[src/rtl/pip_stage_chain_pkg.sv]
// Shared defaults for the generic pipeline slot chain, plus RISC-V slot payload layouts
// that a CPU wrapper packs into the chain's flat per-slot data words.
package pip_stage_chain_pkg;

    localparam int DEF_NUM_STAGES = 4;
    localparam int DEF_DATA_W     = 64;
    localparam int DEF_CNT_W      = 16;

    typedef struct packed {
        logic [31:0] pc;
        logic [31:0] instr;
    } rv_if_id_t;

    typedef struct packed {
        logic [31:0] pc;
        logic [31:0] rs1_val;
        logic [31:0] rs2_val;
        logic [31:0] imm;
        logic [4:0]  rd;
        logic [3:0]  alu_op;
        logic        mem_rd;
        logic        mem_wr;
        logic        reg_wr;
    } rv_id_ex_t;

    typedef struct packed {
        logic [31:0] alu_res;
        logic [31:0] store_val;
        logic [4:0]  rd;
        logic        mem_rd;
        logic        mem_wr;
        logic        reg_wr;
    } rv_ex_mem_t;

    typedef struct packed {
        logic [31:0] wb_val;
        logic [4:0]  rd;
        logic        reg_wr;
    } rv_mem_wb_t;

    // Widest RISC-V slot payload; a CPU wrapper sets DATA_W to this value.
    function automatic int rv_slot_w();
        int w;
        w = $bits(rv_if_id_t);
        if ($bits(rv_id_ex_t)  > w) w = $bits(rv_id_ex_t);
        if ($bits(rv_ex_mem_t) > w) w = $bits(rv_ex_mem_t);
        if ($bits(rv_mem_wb_t) > w) w = $bits(rv_mem_wb_t);
        return w;
    endfunction

    localparam int RV_SLOT_W = rv_slot_w();

endpackage

[src/rtl/pip_slot.sv]
// One pipeline slot: valid flag, payload register and saturating stall counter.
// Readiness and upstream-valid are resolved by the chain and arrive as inputs.
module pip_slot #(
    parameter int DATA_W = 64,
    parameter int CNT_W  = 16
) (
    input  logic              clk,
    input  logic              rst_n,
    input  logic              ready_i,
    input  logic              up_i,
    input  logic              flush_i,
    input  logic              cnt_clr_i,
    input  logic [DATA_W-1:0] data_i,
    output logic              valid_o,
    output logic [DATA_W-1:0] data_o,
    output logic [CNT_W-1:0]  cnt_o
);

    logic              valid_q, valid_d;
    logic [DATA_W-1:0] data_q,  data_d;
    logic [CNT_W-1:0]  cnt_q,   cnt_d;

    always_comb begin
        // NOTE: every output of this block gets a default first, so no path leaves one unassigned and no latch is inferred.
        valid_d = valid_q;
        data_d  = data_q;
        cnt_d   = cnt_q;

        if (ready_i) begin
            valid_d = up_i;
        end
        // A killed item must not disturb the stored payload either.
        if (ready_i && up_i && !flush_i) begin
            data_d = data_i;
        end
        if (flush_i) begin
            valid_d = 1'b0;
        end

        if (cnt_clr_i) begin
            cnt_d = '0;
        end else if (valid_q && !ready_i && (cnt_q != '1)) begin
            cnt_d = cnt_q + 1'b1;
        end
    end

    // NOTE: the payload register is reset as well, since o_data must read zero while rst_n is low.
    always_ff @(posedge clk or negedge rst_n) begin
        if (!rst_n) begin
            valid_q <= 1'b0;
            data_q  <= '0;
            cnt_q   <= '0;
        end else begin
            // NOTE: state registers use non-blocking assignments so all slots update from the same pre-edge values.
            valid_q <= valid_d;
            data_q  <= data_d;
            cnt_q   <= cnt_d;
        end
    end

    assign valid_o = valid_q;
    assign data_o  = data_q;
    assign cnt_o   = cnt_q;

endmodule

[src/rtl/pip_stage_chain.sv]
// Generic chain of NUM_STAGES pipeline slots with per-slot hold, flush and stall counting.
// The ready chain ripples combinationally from the consumer back to slot 0.
module pip_stage_chain
    import pip_stage_chain_pkg::*;
#(
    parameter int NUM_STAGES = DEF_NUM_STAGES,
    parameter int DATA_W     = DEF_DATA_W,
    parameter int CNT_W      = DEF_CNT_W
) (
    input  logic                                clk,
    input  logic                                rst_n,
    input  logic                                in_valid,
    output logic                                in_ready,
    input  logic [NUM_STAGES-1:0][DATA_W-1:0]   i_data,
    input  logic [NUM_STAGES-1:0]               hold,
    input  logic [NUM_STAGES-1:0]               flush,
    input  logic                                out_ready,
    output logic [NUM_STAGES-1:0]               o_valid,
    output logic [NUM_STAGES-1:0][DATA_W-1:0]   o_data,
    output logic                                out_valid,
    input  logic                                cnt_clr,
    output logic [NUM_STAGES-1:0][CNT_W-1:0]    stall_cnt
);

    logic [NUM_STAGES:0]   ready;
    logic [NUM_STAGES-1:0] up;

    // A slot can take new content when empty or when its content leaves this cycle;
    // flush deliberately plays no part here.
    always_comb begin
        ready             = '0;
        ready[NUM_STAGES] = out_ready;
        for (int k = NUM_STAGES - 1; k >= 0; k--) begin
            ready[k] = !o_valid[k] || (!hold[k] && ready[k+1]);
        end
    end

    always_comb begin
        up    = '0;
        up[0] = in_valid;
        for (int k = 1; k < NUM_STAGES; k++) begin
            up[k] = o_valid[k-1] && !hold[k-1];
        end
    end

    for (genvar gi = 0; gi < NUM_STAGES; gi++) begin : g_slot
        pip_slot #(
            .DATA_W (DATA_W),
            .CNT_W  (CNT_W)
        ) u_slot (
            .clk       (clk),
            .rst_n     (rst_n),
            .ready_i   (ready[gi]),
            .up_i      (up[gi]),
            .flush_i   (flush[gi]),
            .cnt_clr_i (cnt_clr),
            .data_i    (i_data[gi]),
            .valid_o   (o_valid[gi]),
            .data_o    (o_data[gi]),
            .cnt_o     (stall_cnt[gi])
        );
    end

    assign in_ready  = ready[0];
    assign out_valid = o_valid[NUM_STAGES-1] && !hold[NUM_STAGES-1];

endmodule

[config.mk]
export PLATFORM = sky130hd
export DESIGN_NAME = pip_stage_chain
export DESIGN_NICKNAME = d
export VERILOG_FILES = /design/src/rtl/pip_stage_chain_pkg.sv /design/src/rtl/pip_slot.sv /design/src/rtl/pip_stage_chain.sv
export SDC_FILE = /design/constraint.sdc
export NUM_CORES = 1
export LEC_CHECK = 0
export BUFFER_PORTS_ARGS = -buffer_cell sky130_fd_sc_hd__clkbuf_2
export CAP_MARGIN = 5
export CORE_AREA = 2 2 230 232
export CTS_CLUSTER_SIZE = 30
export DETAILED_ROUTE_END_ITERATION = 10
export DIE_AREA = 0 0 232 234
export PLACE_DENSITY = 0.56
export SYNTH_ARGS = -nofsm -noshare
export SYNTH_HDL_FRONTEND = slang
export SYNTH_SLANG_ARGS = --single-unit
export TNS_END_PERCENT = 100
[constraint.sdc]
create_clock -name clk -period 4.64 [get_ports clk]
set_input_delay 0.232 -clock clk [delete_from_list [all_inputs] [get_ports clk]]
set_output_delay 0.232 -clock clk [all_outputs]
set_load 0.02 [all_outputs]
# Yosys cells after proc, flatten, opt, wreduce, memory -nomap -nowiden
# Index checks and enable logic that the tools add are counted.
# word_totals
register_bits	324
input_bits	269
out_inout_bits	326
wordCells	88
# classes
addsub	4
n_eq_ne	4
n_mux	16
n_reduce_logical	52
# op_table
operator	count
$mux W16	8
$add A16 B1 Y16 const B	4
$ne A16 B16 Y1 const B	4
$logic_and A1 B1 Y1	24
$logic_not A1 Y1	16
$reduce_bool A2 Y1	8
$mux W1	8
$logic_or A1 B1 Y1	4

# Logic depth before layout (Yosys ltp)
# Gate-level depths: netlist of run 1.
# logic_depth
ltp_word	14
mapped_depth	9
mapped_depth_nobuf	6

# Modules after synthesis
# From an unflattened synthesis of run 1, not the netlist that was laid out.
# unflattened
hier_cells	972
hier_area_um2	13531.7
# by_module_without_submodules
mod	n_inst	cells_each	area_per_inst_um2	seq_area_each_um2
pip_slot	4	240	3357.0	2026.9
pip_stage_chain	1	12	103.8	0.0

# Least setup slack after synthesis of run 1
# No wires, ideal clock.
# synth_timing
kind	input-to-reg
startpoint	input hold[3]
endpoint	register g_slot[0].u_slot.data_q[10]
setup_ns	0.125
t_arrival_ns	2.174
required_time_ns	4.515
slack_ns	2.340
stages	8
n_path_buf	3
cell_sequence	nand2b_1 > buf_2 > a2111o_1 > and3_1 > buf_6 > nor3_4 > buf_6 > mux2_4
# synth_between
elab_chain_cells	11
# synth_rtl
element	line_no	text
from (decl)	pip_stage_chain.sv:15	input logic [NUM_STAGES-1:0] hold,
$logic_not A1 Y1	pip_stage_chain.sv:34	ready[k] = !o_valid[k] || (!hold[k] && ready[k+1]);
$logic_and A1 B1 Y1	pip_stage_chain.sv:34	
$logic_or A1 B1 Y1	pip_stage_chain.sv:34	
$logic_and A1 B1 Y1	pip_stage_chain.sv:34	
$logic_or A1 B1 Y1	pip_stage_chain.sv:34	
$logic_and A1 B1 Y1	pip_stage_chain.sv:34	
$logic_or A1 B1 Y1	pip_stage_chain.sv:34	
$logic_and A1 B1 Y1	pip_stage_chain.sv:34	
$logic_or A1 B1 Y1	pip_stage_chain.sv:34	
$logic_and A1 B1 Y1 (2 in series)	pip_slot.sv:33	if (ready_i && up_i && !flush_i) begin
to (signal assigned)	pip_slot.sv:56	data_q <= data_d;
to (decl)	pip_slot.sv:20	logic [DATA_W-1:0] data_q, data_d;
# No other way between the ends.
# A chain may end at the register's enable or synchronous reset.

# Worst setup path in the final report of run 1
# layout_timing
startpoint	register g_slot[3].u_slot.valid_q
endpoint	register g_slot[0].u_slot.data_q[16]
# layout_between
elab_chain_cells	10
# layout_rtl
element	line_no	text
from (decl)	pip_slot.sv:19	logic valid_q, valid_d;
from (signal assigned)	pip_slot.sv:55	valid_q <= valid_d;
$logic_not A1 Y1	pip_stage_chain.sv:34	
$logic_or A1 B1 Y1	pip_stage_chain.sv:34	
$logic_and A1 B1 Y1	pip_stage_chain.sv:34	
$logic_or A1 B1 Y1	pip_stage_chain.sv:34	
$logic_and A1 B1 Y1	pip_stage_chain.sv:34	
$logic_or A1 B1 Y1	pip_stage_chain.sv:34	
$logic_and A1 B1 Y1	pip_stage_chain.sv:34	
$logic_or A1 B1 Y1	pip_stage_chain.sv:34	
$logic_and A1 B1 Y1 (2 in series)	pip_slot.sv:33	
# No other way between the ends.

==> results.toml, run 1 <==
[route]
via_per_inst = 4.38
post-route-drc-count = 0
routedWlPerCell_um = 16.5
antenna_left = 0
routed_wl_mm = 41.8
dr_total_vias = 11083
drtPass1Iterations = 6
initialDrtViolationCount = 476

[pwr]
netSwitchingPower_mw = 2.68
p_clk_share_pct = 34.7
pwr-share-seq_pct = 40.6
p_leak_nw = 10.2
peakVddDrop_mv = 0.346
pwr-share-comb_pct = 24.6
p_int_mw = 6.19
pwr_density_cell_nw_per_um2 = 422
switching_share_pct = 30.2
total_power_mw = 8.88

[synthesis]
yosysWarnings = 0
yosysTopAreaCell = "dfrtp_1"
synth_commonest_cells = "dfrtp_1, mux2_2, nor2_1, mux2_4, nand2_1"
syn_avg_cell_area_sq_um = 14.1
synth.distinct_cells = 48
synth_ff_type = "dfrtp_1"
async_flop_share_pct = 100
synth_top_area_share_pct = 60.5
synth_most_common_cell = "dfrtp_1"
synth.ff_latch_count = 324
synth_edf_count = 0
syn_inst = 953
synthTopCellsByArea = "dfrtp_1, mux2_2, mux2_4, xnor2_1, nor2_1"
synth_seq_area_share_pct = 60.5
syn_nets = 1226
netlist_area_sq_um = 13400

[layout]
layout-drive-gt1-share_pct = 50.3
final_nets = 2088
diodes = 0
n_fill_cell = 4894
stdcell_count = 2532
postLayoutCellArea_sq_um = 21000
synthToLayoutAreaGrowth_pct = 57.0

[placed_design]
dp_hpwl_mm = 29.4
placed_cells = 2200
gp_congestion = 0.823
place_area_sq_um = 17100
numPortBuffers = 594

[worst_setup_path]
critical_path.startpoint = "g_slot[3].u_slot.valid_o$_DFFE_PN0P_"
rr_worst_depth = 5
worstPathArrival_ps = 3290
end_kind = "register"
critPathRequiredTime_ps = 5060
crit_path_start_kind = "register"
cp_top_family = "simple AND/OR/NAND/NOR gates"
path_depth = 5
max_stage_delay_ps = 700
crit_buf_inv = 1
rr_startpoint = "g_slot[3].u_slot.valid_o$_DFFE_PN0P_"
critPathSlowestCell = "nor3_4"
cp_cell_sequence = "a2111o_1 -> and3_1 -> nor3_4 -> buf_12 -> mux2_1"
cp_max_fo = 31
worstSetupPathType = "reg -> reg"

[sta]
fin_crit_ps = 2870
period_share_pct = 61.9
setup_violations = 0
final.setup.tns_ps = 0
fin_skew_ps = 22.9
rsz0062_at_grt = "false"
fmax_ghz = 0.348
worst_pin_slew_ps = 1200
relSlewSlack_pct = 19.5
drv_slew = 0
timing_hold_violations_final = 0

[clocking]
htree_levels = 2
cts.clk_slew.worst_paths_ps = 60
numClockSinks = 324
numCtsBuffers = 38
cts_root_buf = "clkbuf_16"
cts_tree = "built"
cts_buffer_depth = 3
clock_latency_ps = 540

[hold_path]
hold_start = "in_valid"
min_path_cells = 4
min_path_type = "in -> reg"

[floorplanning]
core_sq_um = 52000
initial_core_util_pct = 25.8
dieArea_sq_um = 54300
die_h_um = 234
dieWidth_um = 232
row_count = 84
num_io_pins = 595

[status]
status = "completed"

[global_routing]
grt_start_max_net_pins = 119
grt_first_pass_wirelength_mm = 63.3
grt_pass1_vias = 11649
grt_antenna_before_repair = 0
track_usage_pct = 14.7
gr-total-overflow = 0

[job]
cap_violations = 0
-- timing repair --
action | 4_1_cts | 5_1_grt
endpoints found under the hold margin | 357 | 0
resized for setup | 0 | 0
hold buffers | 262 | 0
buffers inserted | 0 | 0
endpoints found under the setup margin | 0 | 0
-- kinds of logic (layout without fill, tap and decap cells) --
family	count (synthesis)	count (layout)	share of synthesized area, %
XOR/XNOR	29	29	1.90
flip-flops	324	324	60.5
multiplexers	266	266	23.7
AND/OR/NAND/NOR	218	218	8.78
adder cells (fa/ha/maj)	4	4	0.374
AO/OA/AOI/OAI	57	57	2.54
buffers and inverters	55	946	2.18
-- sequential cells by signal (all words and copies together), names as in the netlist --
| signal | flops |
|---|---|
| g_slot.u_slot.data_o | 256 |
| g_slot.u_slot.cnt_o | 64 |
| g_slot.u_slot.valid_o | 4 |
-- stage by stage --
step | utilization (%) | hold WS [ps] | worst slack [ps]
floorplan | - | -63.6 | 2340
global placement | 32.9 | 304 | 1630
detailed placement | 32.9 | 305 | 1570
CTS | 40.4 | 212 | 1740
global route | 40.4 | 249 | 1600
finish | 40.4 | 251 | 1770
-- placed cells by master, fill, tap and decap left out, types with 15 or more instances in the layout --
| master | count |
|---|---|
| dfrtp_1 | 324 |
| nor4_1 | 22 |
| dlygate4sd3_1 | 262 |
| nand3_1 | 25 |
| mux2_2 | 202 |
| nand2_1 | 29 |
| clkbuf_16 | 39 |
| o21ai_0 | 16 |
| mux2_4 | 50 |
| nor2_1 | 51 |
| xnor2_1 | 27 |
| nor3_1 | 15 |
| a21oi_1 | 20 |
| clkbuf_2 | 594 |
-- worst min-delay path, stage by stage --
cell	delay, ps
clkbuf_2	80
inv_1	100
nor3_4	130
mux2_4	220
-- metal layers --
metal  global-route usage [%]  vias up  wire length, um
met4                     6.95        0             1790
met1                     17.0     5461            16100
met3                     4.38      104             2870
met2                     24.9      377            21000
met5                        0        -                0
li1                         -     5141                -
-- power by group through the flow --
| stage | clock [mW] | combinational [mW] | sequential [mW] |
|---|---|---|---|
| global route | 3.31 | 2.31 | 3.67 |
| floorplan | 0 | 0.539 | 4.23 |
| detailed placement | 0 | 2.01 | 3.64 |
| finish | 3.08 | 2.18 | 3.61 |
| global placement | 0 | 1.98 | 3.63 |
| CTS | 3.19 | 2.19 | 3.60 |
-- cell type report --
class,instances,area [sq um],area share [%]
Clock inverter,14,180,0.856
Tap cell,688,861,4.09
Clock buffer,55,1120,5.31
Multi-Input combinational cell,574,5000,23.8
Timing Repair Buffer,869,5740,27.3
Inverter,8,30.0,0.143
Sequential cell,324,8110,38.5
-- worst paths after layout --
path                                                            to  slack (ps)
setup / recovery           g_slot[0].u_slot.data_o[16]$_DFFE_PN0P_        1770
hold / removal             g_slot[0].u_slot.data_o[44]$_DFFE_PN0P_         250
setup reg to reg           g_slot[0].u_slot.data_o[16]$_DFFE_PN0P_        1770
hold reg to reg            g_slot[0].u_slot.data_o[14]$_DFFE_PN0P_         490
max in group asynchronous  g_slot[1].u_slot.data_o[47]$_DFFE_PN0P_        3060
min in group asynchronous    g_slot[1].u_slot.cnt_o[8]$_DFFE_PN0P_         290
Power figures use the tool's default switching activity.
==> inputs of run 2 (changes only) <==
CORE_AREA = 2 2 235 237   (was 2 2 230 232)
DIE_AREA = 0 0 237 239   (was 0 0 232 234)
PLACE_DENSITY = 0.54   (was 0.56)
clock period = 2.7 ns   (was 4.64 ns; I/O delays follow)
==> results.toml, run 2 (synthesis results as in run 1) <==
[status]
status = "completed"

[route]
drtPass1Iterations = 4
via_per_inst = 4.34
routedWlPerCell_um = 16.7
post-route-drc-count = 0
dr_total_vias = 11125
routed_wl_mm = 42.7
initialDrtViolationCount = 393
antenna_left = 0

[sta]
drv_slew = 0
worst_hold_slack_ps = 199
setup_violations = 0
fmax_ghz = 0.402
fin_crit_ps = 2490
relSlewSlack_pct = 44.0
period_share_pct = 92.2
rsz0062_at_grt = "false"
worst_pin_slew_ps = 840
fin_skew_ps = 20.8
timing_hold_violations_final = 0
final.setup.tns_ps = 0

[pwr]
pwr_density_cell_nw_per_um2 = 709
total_power_mw = 15.0
pwr-share-seq_pct = 41.3
p_clk_share_pct = 33.5
p_leak_nw = 10.3
netSwitchingPower_mw = 4.62
p_int_mw = 10.4
peakVddDrop_mv = 0.544
switching_share_pct = 30.8
pwr-share-comb_pct = 25.1

[global_routing]
grt_antenna_before_repair = 0
track_usage_pct = 14.7
gr-total-overflow = 0
grt_start_max_net_pins = 81
grt_first_pass_wirelength_mm = 65.5
grt_pass1_vias = 11944

[floorplanning]
dieArea_sq_um = 56600
core_sq_um = 54300
dieWidth_um = 237
initial_core_util_pct = 24.7
die_h_um = 239
row_count = 86
num_io_pins = 595

[layout]
layout-drive-gt1-share_pct = 50.5
postLayoutCellArea_sq_um = 21100
synthToLayoutAreaGrowth_pct = 57.8
largest_reg_flops = 256
final_cell_mix = "clkbuf_2, dfrtp_1, dlygate4sd3_1"
diodes = 0
final_nets = 2103
layout_commonest_cell = "clkbuf_2"

[hold_path]
min_path_type = "in -> async"

[job]
cap_violations = 0

[placed_design]
gp_congestion = 0.818
dp_hpwl_mm = 30.6
numPortBuffers = 594
place_area_sq_um = 17300

[clocking]
numClockSinks = 324
numCtsBuffers = 38
cts_tree = "built"
htree_levels = 2
clock_latency_ps = 550
cts.clk_slew.worst_paths_ps = 50
cts_root_buf = "clkbuf_16"
cts_buffer_depth = 3
cts-resized-gates = 0

[worst_setup_path]
regToRegSetupSlack_ps = 350
regToRegEndpoint = "g_slot[0].u_slot.valid_o$_DFFE_PN0P_"
worstSetupPathType = "reg -> out"
rr_worst_depth = 5
worstPathArrival_ps = 2360
critical_path.startpoint = "g_slot[3].u_slot.valid_o$_DFFE_PN0P_"
cp_max_fo = 13
critPathRequiredTime_ps = 2570
crit_path_start_kind = "register"
rr_startpoint = "g_slot[3].u_slot.valid_o$_DFFE_PN0P_"
end_kind = "primary output"
[run 2: changes by cell type in the layout (fill, tap and decap cells not counted), sizes merged]
cell / change
bufinv: -2
buf: +16
clkbuf: -1
[run 2: critical path, stage by stage, from the launching register on]
cell and delay (ps):
dfrtp_1 460, a2111o_1 420, and3_1 330, inv_1 330
clkbuf_2 270
[run 2: metal layers]
| layer | track usage, % | vias up | share of wire, % |
|---|---|---|---|
| li1 | - | 5167 | - |
| met1 | 16.8 | 5542 | 38 |
| met2 | 26.0 | 328 | 52 |
| met3 | 3.91 | 88 | 6.3 |
| met4 | 5.85 | 0 | 3.4 |
| met5 | 0 | - | 0 |
[run 2: timing repair]
action / 4_1_cts / 5_1_grt
hold endpoints to repair: 328 / 0
hold buffers: 262 / 0
buffers inserted: 0 / 0
setup endpoints to repair: 0 / 0
[run 2: layout make-up]
| class | count | area [sq um] |
|---|---|---|
| clock buffer | 55 | 1070 |
| clock inverter | 12 | 135 |
| fill | 5182 | 33200 |
| inverter | 8 | 30.0 |
| multi-input combinational | 574 | 5000 |
| sequential | 324 | 8110 |
| tap | 704 | 881 |
| timing repair buffer | 884 | 5900 |
[run 2: how the worst max path moves through the flow]
stage                                        endpoint  slack (ps)
3_5_place_dp   g_slot[0].u_slot.data_o[0]$_DFFE_PN0P_         240
3_3_place_gp   g_slot[0].u_slot.data_o[2]$_DFFE_PN0P_         280
2_1_floorplan   g_slot[1].u_slot.cnt_o[5]$_DFFE_PN0P_         410
6_report                                     in_ready         210
4_1_cts                                      in_ready         100
5_1_grt                                      in_ready          20
[run 2: power groups by stage]
stage / logic, mW / clock network, mW / registers, mW
after floorplan: 0.926 / 0 / 7.28
after global placement: 3.45 / 0 / 6.23
after detailed placement: 3.49 / 0 / 6.26
after CTS: 3.80 / 5.24 / 6.19
after global routing: 3.99 / 5.43 / 6.30
final: 3.77 / 5.02 / 6.19
[run 2: stage by stage]
stage	util (%)	worst slack (ps)	instances
3_5_place_dp	31.8	235	2232
2_1_floorplan	-	415	953
4_1_cts	38.9	103	2561
5_1_grt	38.9	16.0	2561
6_report	38.9	209	2561
3_3_place_gp	31.8	285	2232
==> inputs of run 3 (changes only) <==
CORE_AREA = 2 2 230 232   (was 2 2 235 237)
DIE_AREA = 0 0 232 234   (was 0 0 237 239)
PLACE_DENSITY = 0.56   (was 0.54)
SKIP_CTS_REPAIR_TIMING = 1   (was unset)
clock period = 3 ns   (was 2.7 ns; I/O delays follow)
==> results.toml, run 3 (synthesis results as in run 1) <==
[status]
status = "completed"

[sta]
drv_slew = 0
fmax_ghz = 0.405
worst_hold_slack_ps = 149
fin_skew_ps = 19.4
worst_pin_slew_ps = 942
period_share_pct = 82.3
fin_crit_ps = 2470
rsz0062_at_grt = "false"
final.setup.tns_ps = 0
timing_hold_violations_final = 0
setup_violations = 0
relSlewSlack_pct = 36.6

[clocking]
cts.clk_slew.worst_paths_ps = 60
cts_buffer_depth = 3
htree_levels = 2
numClockSinks = 324
cts_root_buf = "clkbuf_16"
clock_latency_ps = 550
cts_tree = "built"
numCtsBuffers = 39

[floorplanning]
initial_core_util_pct = 25.8
core_sq_um = 52000
die_h_um = 234
dieWidth_um = 232
num_io_pins = 595
dieArea_sq_um = 54300
row_count = 84

[worst_setup_path]
worstSetupPathType = "reg -> out"
critPathRequiredTime_ps = 2850
cp_max_fo = 13
crit_path_start_kind = "register"
end_kind = "primary output"
worstPathArrival_ps = 2320

[global_routing]
grt_antenna_before_repair = 0
grt_first_pass_wirelength_mm = 59.0
track_usage_pct = 13.9
gr-total-overflow = 0
grt_start_max_net_pins = 89
grt_pass1_vias = 10329

[placed_design]
gp_congestion = 0.821
dp_hpwl_mm = 29.8
numPortBuffers = 594

[hold_path]
min_path_type = "in -> async"

[layout]
layout_commonest_cell = "clkbuf_2"
synthToLayoutAreaGrowth_pct = 57.9
n_fill_cell = 4922
layout-drive-gt1-share_pct = 50.6
largest_reg_flops = 256
final_cell_mix = "clkbuf_2, dfrtp_1, dlygate4sd3_1"
diodes = 0
final_nets = 2095

[pwr]
p_leak_nw = 10.3
p_clk_share_pct = 35.2
peakVddDrop_mv = 0.464
netSwitchingPower_mw = 4.23
pwr-share-comb_pct = 24.5
switching_share_pct = 30.6
pwr_density_cell_nw_per_um2 = 654
pwr-share-seq_pct = 40.4
p_int_mw = 9.61

[route]
via_per_inst = 4.36
routed_wl_mm = 42.7
routedWlPerCell_um = 16.8
drtPass1Iterations = 6
dr_total_vias = 11073
post-route-drc-count = 0
initialDrtViolationCount = 389
antenna_left = 0

[job]
cap_violations = 0
-- run 3: final timing paths --
| kind | startpoint | endpoint | slack [ps] | depth (start not counted) |
|---|---|---|---|---|
| worst max-delay path | g_slot[3].u_slot.valid_o$_DFFE_PN0P_ | in_ready | 530 | 4 |
| worst min register to register | g_slot[0].u_slot.data_o[15]$_DFFE_PN0P_ | g_slot[0].u_slot.data_o[15]$_DFFE_PN0P_ | 480 | 1 |
| max in group asynchronous | rst_n | g_slot[1].u_slot.data_o[46]$_DFFE_PN0P_ | 1840 | 3 |
| worst max register to register | g_slot[2].u_slot.valid_o$_DFFE_PN0P_ | g_slot[2].u_slot.data_o[16]$_DFFE_PN0P_ | 530 | 5 |
| min in group clk | cnt_clr | g_slot[0].u_slot.cnt_o[6]$_DFFE_PN0P_ | 150 | 2 |
| worst min-delay path | rst_n | g_slot[1].u_slot.data_o[5]$_DFFE_PN0P_ | 150 | 2 |
-- run 3: stage by stage --
| step | cells | util, % | cell area, sq um | setup slack, ps | total power, mW |
|---|---|---|---|---|---|
| 5_1_grt | 2540 | 40.7 | 21200 | 307 | 14.5 |
| 6_report | 2540 | 40.7 | 21200 | 530 | 13.8 |
| 2_1_floorplan | 953 | - | 13400 | 715 | 7.38 |
| 4_1_cts | 2278 | 35.6 | 18500 | 455 | 13.7 |
| 3_3_place_gp | 2207 | 33.1 | 17200 | 553 | 8.68 |
| 3_5_place_dp | 2207 | 33.1 | 17200 | 518 | 8.75 |
-- run 3: worst max-delay path, stage by stage, from the launching register on --
cell      delay [ps]
dfrtp_1          370
a2111o_1         490
and3_1           330
inv_1            310
clkbuf_2         270
-- run 3: layout make-up --
class / count / area [sq um] / share of cell area (%)
Inverter: 8 / 30.0 / 0.142
Sequential cell: 324 / 8110 / 38.3
Multi-Input combinational cell: 574 / 5000 / 23.7
Clock inverter: 15 / 171 / 0.810
Timing Repair Buffer: 875 / 5820 / 27.5
Clock buffer: 56 / 1160 / 5.49
Tap cell: 688 / 861 / 4.07
-- run 3: routing by layer --
metal  global-route usage, %  up-vias  wire, um  part of all wire [%]
met5                       0        -         0                     0
li1                        -     5145         -                     -
met3                    3.51       71      2300                   5.4
met2                    24.3      327     22500                    53
met1                    16.8     5530     16900                    40
met4                    4.13        0      1030                   2.4
-- run 3: power by group through the flow --
stage                     Sequential (mW)  Clock, mW  Combinational (mW)
after floorplan                      6.55          0               0.834
after global routing                 5.68       5.23                3.58
final                                5.59       4.87                3.39
after detailed placement             5.63          0                3.12
after global placement               5.61          0                3.07
after CTS                            5.57       5.04                3.11
